File: src/rtl/deser_pkg.sv
// Shared types and width helpers for the self-test link frame receiver.
package deser_pkg;

   typedef enum logic [1:0] {
      HUNT   = 2'd0,
      RECV   = 2'd1,
      PARITY = 2'd2
   } state_e;

   // Counter width for a range of n values, never narrower than one bit.
   function automatic int width_for(input int n);
      return (n > 1) ? $clog2(n) : 1;
   endfunction

endpackage

File: src/rtl/frame_sync_detect.sv
// Sliding SYNC_W-bit window over the serial stream, newest bit at LSB, with pattern compare.
module frame_sync_detect
   import deser_pkg::*;
#(
   parameter int                SYNC_W       = 4,
   parameter logic [SYNC_W-1:0] SYNC_PATTERN = 4'b1010
) (
   input  logic t_clk,
   input  logic rst_n,
   input  logic shift_en,
   input  logic bit_in,
   input  logic clr,
   output logic match
);

   logic [SYNC_W-1:0] window_q, window_d;
   logic [SYNC_W-1:0] shifted;

   always_comb begin
      shifted  = SYNC_W'({window_q, bit_in});
      window_d = window_q;
      if (clr) begin
         window_d = '0;
      end else if (shift_en) begin
         window_d = shifted;
      end
      // Match is judged on the window as it will be after this bit, so overlaps work.
      match = shift_en && !clr && (shifted == SYNC_PATTERN);
   end

   // NOTE: state registers use non-blocking assignments so every flop samples pre-edge values.
   always_ff @(posedge t_clk or negedge rst_n) begin
      if (!rst_n) begin
         window_q <= '0;
      end else begin
         window_q <= window_d;
      end
   end

endmodule

File: src/rtl/frame_deserializer.sv
// Serial-to-parallel frame receiver: hunts for sync, assembles words, checks even parity.
module frame_deserializer
   import deser_pkg::*;
#(
   parameter int                DATA_W          = 8,
   parameter int                WORDS_PER_FRAME = 4,
   parameter int                SYNC_W          = 4,
   parameter logic [SYNC_W-1:0] SYNC_PATTERN    = 4'b1010,
   parameter bit                MSB_FIRST       = 1'b1,
   parameter bit                PARITY_EN       = 1'b1
) (
   input  logic                                  t_clk,
   input  logic                                  rst_n,
   input  logic                                  data_in,
   input  logic                                  bit_en,
   input  logic                                  sync_clr,
   output logic [DATA_W-1:0]                     data_out,
   output logic                                  data_valid,
   output logic [width_for(WORDS_PER_FRAME)-1:0] word_idx,
   output logic                                  frame_done,
   output logic                                  parity_err,
   output logic                                  busy
);

   localparam int CNT_W = width_for(DATA_W);
   localparam int IDX_W = width_for(WORDS_PER_FRAME);

   state_e              state_q,      state_d;
   logic [CNT_W-1:0]    bit_cnt_q,    bit_cnt_d;
   logic [IDX_W-1:0]    word_cnt_q,   word_cnt_d;
   logic [DATA_W-1:0]   shreg_q,      shreg_d;
   logic                xor_q,        xor_d;
   logic [DATA_W-1:0]   data_out_q,   data_out_d;
   logic                data_valid_q, data_valid_d;
   logic [IDX_W-1:0]    word_idx_q,   word_idx_d;
   logic                frame_done_q, frame_done_d;
   logic                parity_err_q, parity_err_d;

   logic                sync_match;
   logic [DATA_W-1:0]   word_next;

   // Window only runs while hunting; holding it cleared elsewhere keeps frame bits out of the next sync.
   frame_sync_detect #(
      .SYNC_W       (SYNC_W),
      .SYNC_PATTERN (SYNC_PATTERN)
   ) u_sync (
      .t_clk    (t_clk),
      .rst_n    (rst_n),
      .shift_en (bit_en && (state_q == HUNT)),
      .bit_in   (data_in),
      .clr      (sync_clr || (state_q != HUNT)),
      .match    (sync_match)
   );

   // NOTE: every always_comb output gets a default first so no path can infer a latch.
   always_comb begin
      state_d      = state_q;
      bit_cnt_d    = bit_cnt_q;
      word_cnt_d   = word_cnt_q;
      shreg_d      = shreg_q;
      xor_d        = xor_q;
      data_out_d   = data_out_q;
      word_idx_d   = word_idx_q;
      data_valid_d = 1'b0;
      frame_done_d = 1'b0;
      parity_err_d = 1'b0;

      word_next = MSB_FIRST ? DATA_W'({shreg_q, data_in})
                            : DATA_W'({data_in, shreg_q} >> 1);

      if (sync_clr) begin
         state_d    = HUNT;
         bit_cnt_d  = '0;
         word_cnt_d = '0;
         shreg_d    = '0;
         xor_d      = 1'b0;
      end else if (bit_en) begin
         unique case (state_q)
            HUNT: begin
               if (sync_match) begin
                  state_d    = RECV;
                  bit_cnt_d  = '0;
                  word_cnt_d = '0;
                  shreg_d    = '0;
                  xor_d      = 1'b0;
               end
            end
            RECV: begin
               shreg_d = word_next;
               xor_d   = xor_q ^ data_in;
               if (bit_cnt_q == CNT_W'(DATA_W - 1)) begin
                  bit_cnt_d    = '0;
                  data_out_d   = word_next;
                  word_idx_d   = word_cnt_q;
                  data_valid_d = 1'b1;
                  if (word_cnt_q == IDX_W'(WORDS_PER_FRAME - 1)) begin
                     word_cnt_d = '0;
                     if (PARITY_EN) begin
                        state_d = PARITY;
                     end else begin
                        state_d      = HUNT;
                        xor_d        = 1'b0;
                        frame_done_d = 1'b1;
                     end
                  end else begin
                     word_cnt_d = word_cnt_q + IDX_W'(1);
                  end
               end else begin
                  bit_cnt_d = bit_cnt_q + CNT_W'(1);
               end
            end
            PARITY: begin
               state_d      = HUNT;
               xor_d        = 1'b0;
               frame_done_d = 1'b1;
               parity_err_d = xor_q ^ data_in;
            end
            default: state_d = HUNT;
         endcase
      end
   end

   // NOTE: only control and datapath flops exist here, and all of them take the async reset.
   always_ff @(posedge t_clk or negedge rst_n) begin
      if (!rst_n) begin
         state_q      <= HUNT;
         bit_cnt_q    <= '0;
         word_cnt_q   <= '0;
         shreg_q      <= '0;
         xor_q        <= 1'b0;
         data_out_q   <= '0;
         data_valid_q <= 1'b0;
         word_idx_q   <= '0;
         frame_done_q <= 1'b0;
         parity_err_q <= 1'b0;
      end else begin
         state_q      <= state_d;
         bit_cnt_q    <= bit_cnt_d;
         word_cnt_q   <= word_cnt_d;
         shreg_q      <= shreg_d;
         xor_q        <= xor_d;
         data_out_q   <= data_out_d;
         data_valid_q <= data_valid_d;
         word_idx_q   <= word_idx_d;
         frame_done_q <= frame_done_d;
         parity_err_q <= parity_err_d;
      end
   end

   assign data_out   = data_out_q;
   assign data_valid = data_valid_q;
   assign word_idx   = word_idx_q;
   assign frame_done = frame_done_q;
   assign parity_err = parity_err_q;
   assign busy       = (state_q != HUNT);

endmodule

File: config.mk
export PLATFORM = sky130hd
export DESIGN_NAME = frame_deserializer
export DESIGN_NICKNAME = d
export VERILOG_FILES = /design/src/rtl/deser_pkg.sv /design/src/rtl/frame_sync_detect.sv /design/src/rtl/frame_deserializer.sv
export SDC_FILE = /design/constraint.sdc
export NUM_CORES = 1
export LEC_CHECK = 0
export CAP_MARGIN = 15
export CELL_PAD_IN_SITES_DETAIL_PLACEMENT = 2
export CELL_PAD_IN_SITES_GLOBAL_PLACEMENT = 2
export CORE_MARGIN = 3
export CORE_UTILIZATION = 32
export DETAILED_ROUTE_END_ITERATION = 6
export PLACE_DENSITY_LB_ADDON = 0.15
export SLEW_MARGIN = 20
export SYNTH_ARGS = -nofsm -noshare
export SYNTH_HDL_FRONTEND = slang
export SYNTH_SLANG_ARGS = --single-unit
File: constraint.sdc
create_clock -name t_clk -period 1.77 [get_ports t_clk]
set_input_delay 0.354 -clock t_clk [delete_from_list [all_inputs] [get_ports t_clk]]
set_output_delay 0.354 -clock t_clk [all_outputs]
set_load 0.01 [all_outputs]
==> flow_metrics.tcl, run 1 <==
set metrics [dict create \
    syn-num-nets 150 \
    worst_clock_skew_ns 0.00418 \
    async_reset_ff_share_pct 100 \
    tightest_slew_ns 0.410 \
    worstPathArrival_ns 1.85 \
    h-tree-depth 2 \
    slew_violations 0 \
    p_clk_share_pct 33.6 \
    drc_errors 0 \
    syn_area_mm2 0.00151 \
    leakage_nw 0.913 \
    setup_violations 0 \
    max_freq_mhz 595 \
    ys_top_cells_by_area "dfrtp_1, mux2i_1, ha_1, nand2_1, inv_1" \
    core_area_mm2 0.00444 \
    clock_latency_ns 0.28 \
    cts_buffers 5 \
    crit_slowest_cell "dfrtp_1" \
    path_cells "ha_1 > ha_2 > nand4b_1 > buf_4 > mux2_2" \
    fp.dieH_um 74.7 \
    cp_top_family "adder cells" \
    power_density_mw_per_mm2 953 \
    grt_overflow 0 \
    start_util_pct 34.0 \
    rows 24 \
    grt_use_total_pct 15.7 \
    end_kind "flip-flop" \
    critPathMaxFanout 5 \
    p_sw_share_pct 28.8 \
    gp_congestion 0.805 \
    nets 184 \
    wirelength_um 3600 \
    r2r_cells 5 \
    stdcell_count 226 \
    firstDrtPassIters 4 \
    slowest_delay_ns 0.41 \
    ys_types 35 \
    grt_pass1_vias 1299 \
    vias 1108 \
    antenna_cells 0 \
    drt_iter0_drc 33 \
    viasPerCell 4.90 \
    clk_pin_slew_worst_paths_ns 0.07 \
    dp_cells 215 \
    fin_area_mm2 0.00197 \
    max_slew_margin_pct 72.7 \
    ant_nets 0 \
    rsz0062_at_grt "false" \
    grt_max_degree 32 \
    hold_buffers 0 \
    synth_flop_cell "dfrtp_1" \
    synth_top_area_share_pct 51.3 \
    wire_per_inst_um 15.9 \
    cts_sinks 31 \
    clockRootBuffer "clkbuf_8" \
    dieWidth_um 74.7 \
    synth_area_leader_cell "dfrtp_1" \
    cts_tree "done" \
    yosysMostFrequentCell "dfrtp_1" \
    critPathLaunchType "flip-flop" \
    antenna_found_initial 0 \
    synthTopCellsByCount "dfrtp_1, nand2_1, inv_1" \
    area_growth_syn_to_layout_pct 30.4 \
    ys_warn_count 0 \
    critical_path_class "flip-flop to flip-flop" \
    path_buf_inv 1 \
    yosysSeqAreaShare_pct 51.3 \
    cap_violations 0 \
    synth-edff-count 0 \
    hpwlAfterDp_um 2670 \
    fin_crit_ns 1.68 \
    switchingPower_mw 0.541 \
    nFillCells 480 \
    p_seq_share_pct 41.2 \
    synth-seq-cells 31 \
    dpl_cell_area_mm2 0.00184 \
    grt_pass1_wl_um 6470 \
    period_share_pct 94.9 \
    worstHoldPathType "input port to async pin" \
    drive_above_1_share_pct 22.4 \
    ir_drop_v 0.000404 \
    crit_required_ns 1.94 \
    pin_count 19 \
    syn-mean-instance-area_um2 10.9 \
    combPwrFrac_pct 25.2 \
    port_buffers 18 \
    die_area_mm2 0.00558 \
    status "complete, no violations" \
    intPower_mw 1.34 \
    clk_path_buf_depth 2 \
    synth_cells 139 \
    cp.depth 5 \
    finalHoldViolations 0 \
]
logic make-up after synthesis:
group,after synthesis,synth area share [%]
AND/OR/NAND/NOR,37,13.1
flip-flops,31,51.3
adder cells (fa/ha/maj),6,4.97
multiplexers,17,12.0
XOR/XNOR,1,0.580
buffers and inverters,24,7.62
AO/OA/AOI/OAI,23,10.4
through the flow:
step	utilization, %	hold WS (ns)	setup TNS [ns]	setup WS, ns	total power, mW
6_report	44.3	0.475	0	0.0901	1.88
5_1_grt	44.3	0.501	0	0.00922	2.00
4_1_cts	43.9	0.487	0	0.0445	1.90
3_5_place_dp	41.3	0.477	-1.73	-0.129	1.25
3_3_place_gp	41.3	0.461	-0.0355	-0.0133	1.23
2_1_floorplan	-	0.0584	-0.00723	-0.00361	1.08
registers in the layout, indices dropped and copies added (netlist names):
register         flops
data_out             8
shreg_q              7
bit_cnt_q            3
u_sync.window_q      3
state_q              2
word_cnt_q           2
word_idx             2
data_valid           1
frame_done           1
parity_err           1
xor_q                1
cell type report:
class / instances / area (um2) / share of cell area, %
Sequential cell: 31 / 776 / 39.4
Multi-Input combinational cell: 84 / 643 / 32.6
Timing Repair Buffer: 36 / 327 / 16.6
Clock buffer: 7 / 96.3 / 4.89
Tap cell: 52 / 65.1 / 3.30
Inverter: 15 / 56.3 / 2.86
Clock inverter: 1 / 7.51 / 0.381
power groups by stage:
stage               logic [mW]  registers, mW  clock network, mW
floorplan                0.306          0.779                  0
global placement         0.445          0.787                  0
detailed placement       0.464          0.789                  0
CTS                      0.476          0.772              0.653
global route             0.523          0.779              0.695
finish                   0.473          0.774              0.631
repair_timing:
action,CTS,global route
endpoints found under the setup margin,1,20
pin swaps,0,1
buffers inserted,2,1
gates resized for setup,1,3
layout by cell type, fill, tap and decap left out, types with 3 or more instances in the layout:
| cell type | synthesis | layout |
|---|---|---|
| nand2_1 | 19 | 19 |
| inv_1 | 15 | 13 |
| buf_4 | 2 | 17 |
| dfrtp_1 | 31 | 31 |
| nor2b_1 | 3 | 3 |
| clkdlybuf4s50_1 | 0 | 17 |
| ha_1 | 6 | 3 |
| clkbuf_8 | 0 | 7 |
| o21ai_0 | 11 | 11 |
| nor2_1 | 4 | 4 |
| mux2i_1 | 14 | 14 |
final timing paths:
kind	start	endpoint	slack (ns)
setup / recovery	bit_cnt_q[0]	word_idx[0]	0.09
hold / removal	rst_n	shreg_q[5]	0.47
setup reg to reg	bit_cnt_q[0]	word_idx[0]	0.09
hold reg to reg	data_out[4]	data_out[4]	0.47
max in group asynchronous	rst_n	shreg_q[2]	1.00
min in group t_clk	data_out[4]	data_out[4]	0.48
layer usage:
metal,vias up,part of all wire [%],global-route usage (%)
li1,534,-,-
met1,555,44,17.9
met2,17,52,28.2
met3,2,3.1,4.81
met4,0,0.81,4.74
met5,-,0,0
No activity file was read; power rests on OpenSTA's default activity.
==> run 2: changes to the inputs <==
- CORE_UTILIZATION: 32 -> 35
- clock period: 1.77 -> 1.6 ns (I/O delays scaled with it)
==> run 2 against run 1 <==
  * The flow now finishes with violations (negative setup slack)
  * Design area increased by 4.5%
  * Via count increased by 5.0%
  * Routed wire length grew 15%
  * Die area decreased by 7.9%
==> flow_metrics.tcl, run 2 (same netlist as run 1, synthesis figures left out) <==
set metrics [dict create \
    status "finished, violations left" \
    violations "negative setup slack" \
    gp_congestion 0.730 \
    antenna_cells 0 \
    nets 193 \
    setup_violations 2 \
    clock_latency_ns 0.28 \
    grt_max_degree 32 \
    ir_drop_v 0.000547 \
    critPathLaunchType "flip-flop" \
    setup_ws_ns -0.00759 \
    start_util_pct 37.0 \
    vias 1163 \
    combPwrFrac_pct 31.0 \
    max_freq_mhz 622 \
    rsz0062_at_grt "true" \
    grt_pass1_wl_um 6750 \
    p_sw_share_pct 29.7 \
    cap_violations 0 \
    worstPathArrival_ns 1.80 \
    worstHoldPathType "input port to async pin" \
    power_density_mw_per_mm2 1040 \
    p_seq_share_pct 40.1 \
    ant_nets 0 \
    cts_buffers 5 \
    mostFrequentLayoutCells "dfrtp_1, buf_4, nand2_1" \
    totalPowerFinal_mw 2.14 \
    clk_path_buf_depth 2 \
    grt_use_total_pct 17.4 \
    intPower_mw 1.51 \
    period_share_pct 100 \
    rows 23 \
    fin_crit_ns 1.61 \
    grt_pass1_vias 1292 \
    area_growth_syn_to_layout_pct 36.3 \
    core_area_mm2 0.00409 \
    port_buffers 18 \
    critPathMaxFanout 8 \
    final.setup.tns_ns -0.0113 \
    finalHoldViolations 0 \
    tightest_slew_ns 0.406 \
    end_kind "flip-flop" \
    clk_pin_slew_worst_paths_ns 0.07 \
    cts_sinks 31 \
    nFillCells 430 \
    drc_errors 0 \
    hpwlAfterDp_um 2750 \
    antenna_found_initial 0 \
    cts_tree "done" \
    critical_path_class "flip-flop to flip-flop" \
    layout_commonest_cell "dfrtp_1" \
    firstDrtPassIters 2 \
    largest_register_ff_count 8 \
    switchingPower_mw 0.637 \
    grt_overflow 0 \
    p_clk_share_pct 28.9 \
    whs_ns 0.445 \
    leakage_nw 0.965 \
    wirelength_um 4150 \
    ff_latch_area_um2 776 \
    wire_per_inst_um 17.9 \
    dieWidth_um 71.7 \
    pin_count 19 \
    slew_violations 0 \
    crit_required_ns 1.80 \
    h-tree-depth 2 \
    drt_iter0_drc 78 \
    clockRootBuffer "clkbuf_8" \
    drive_above_1_share_pct 27.5 \
    die_area_mm2 0.00514 \
    worst_clock_skew_ns 0.00509 \
    fp.dieH_um 71.7 \
    max_slew_margin_pct 73.0 \
    viasPerCell 5.01 \
    multi_input_comb_area_um2 679 \
]
==> run 2: final timing paths <==
| check | startpoint | to | slack (ns) | cells past startpoint |
|---|---|---|---|---|
| setup / recovery | state_q[1] | shreg_q[6] | -0.008 | 8 |
| hold / removal | rst_n | word_cnt_q[1] | 0.44 | 2 |
| setup reg to reg | state_q[1] | shreg_q[6] | -0.008 | 8 |
| hold reg to reg | data_out[0] | data_out[0] | 0.49 | 2 |
| max in group asynchronous | rst_n | shreg_q[2] | 0.87 | 2 |
| min in group t_clk | data_out[0] | data_out[0] | 0.49 | 2 |
==> run 2: area by class of cell <==
cell class	count	area share [%]
Clock buffer	6	4.01
Clock inverter	1	0.243
Inverter	15	2.73
Multi-Input combinational cell	84	33.0
Sequential cell	31	37.7
Tap cell	50	3.04
Timing Repair Buffer	45	19.3
==> run 2: power groups by stage <==
stage | clock, mW | combinational, mW | sequential [mW]
detailed placement | 0 | 0.544 | 0.874
global placement | 0 | 0.514 | 0.869
floorplan | 0 | 0.338 | 0.862
global route | 0.690 | 0.723 | 0.865
CTS | 0.648 | 0.580 | 0.858
finish | 0.619 | 0.665 | 0.860
==> run 2: metal layers <==
layer	track usage, %	wire [um]	part of all wire (%)
met3	5.05	137	3.3
met5	0	0	0
met1	19.3	1720	41
met2	31.8	2210	53
met4	5.64	95	2.3
==> run 2: what timing repair did <==
item / CTS / global route
buffers inserted: 3 / 5
hold buffers: 0 / 0
hold endpoints to repair: 0 / 0
endpoints found under the setup margin: 24 / 15
resized for setup: 7 / 7
gates cloned: 1 / 0
pin swaps: 4 / 4
==> run 2: metrics by stage <==
stage / std cells / util, % / setup slack (ns) / cell area [um2]
floorplan: 139 / - / -0.174 / 1530
global placement: 216 / 45.4 / -0.208 / 1860
detailed placement: 216 / 45.4 / -0.245 / 1860
CTS: 227 / 48.7 / 0.00358 / 1990
global route: 232 / 50.4 / -0.101 / 2060
finish: 232 / 50.4 / -0.00759 / 2060
==> run 2: critical path, stage by stage (launching register included) <==
cell	delay, ns
dfrtp_1	0.39
inv_2	0.08
buf_4	0.13
ha_4	0.17
nor3_2	0.05
a211oi_2	0.17
buf_4	0.18
buf_12	0.14
mux2i_1	0.20
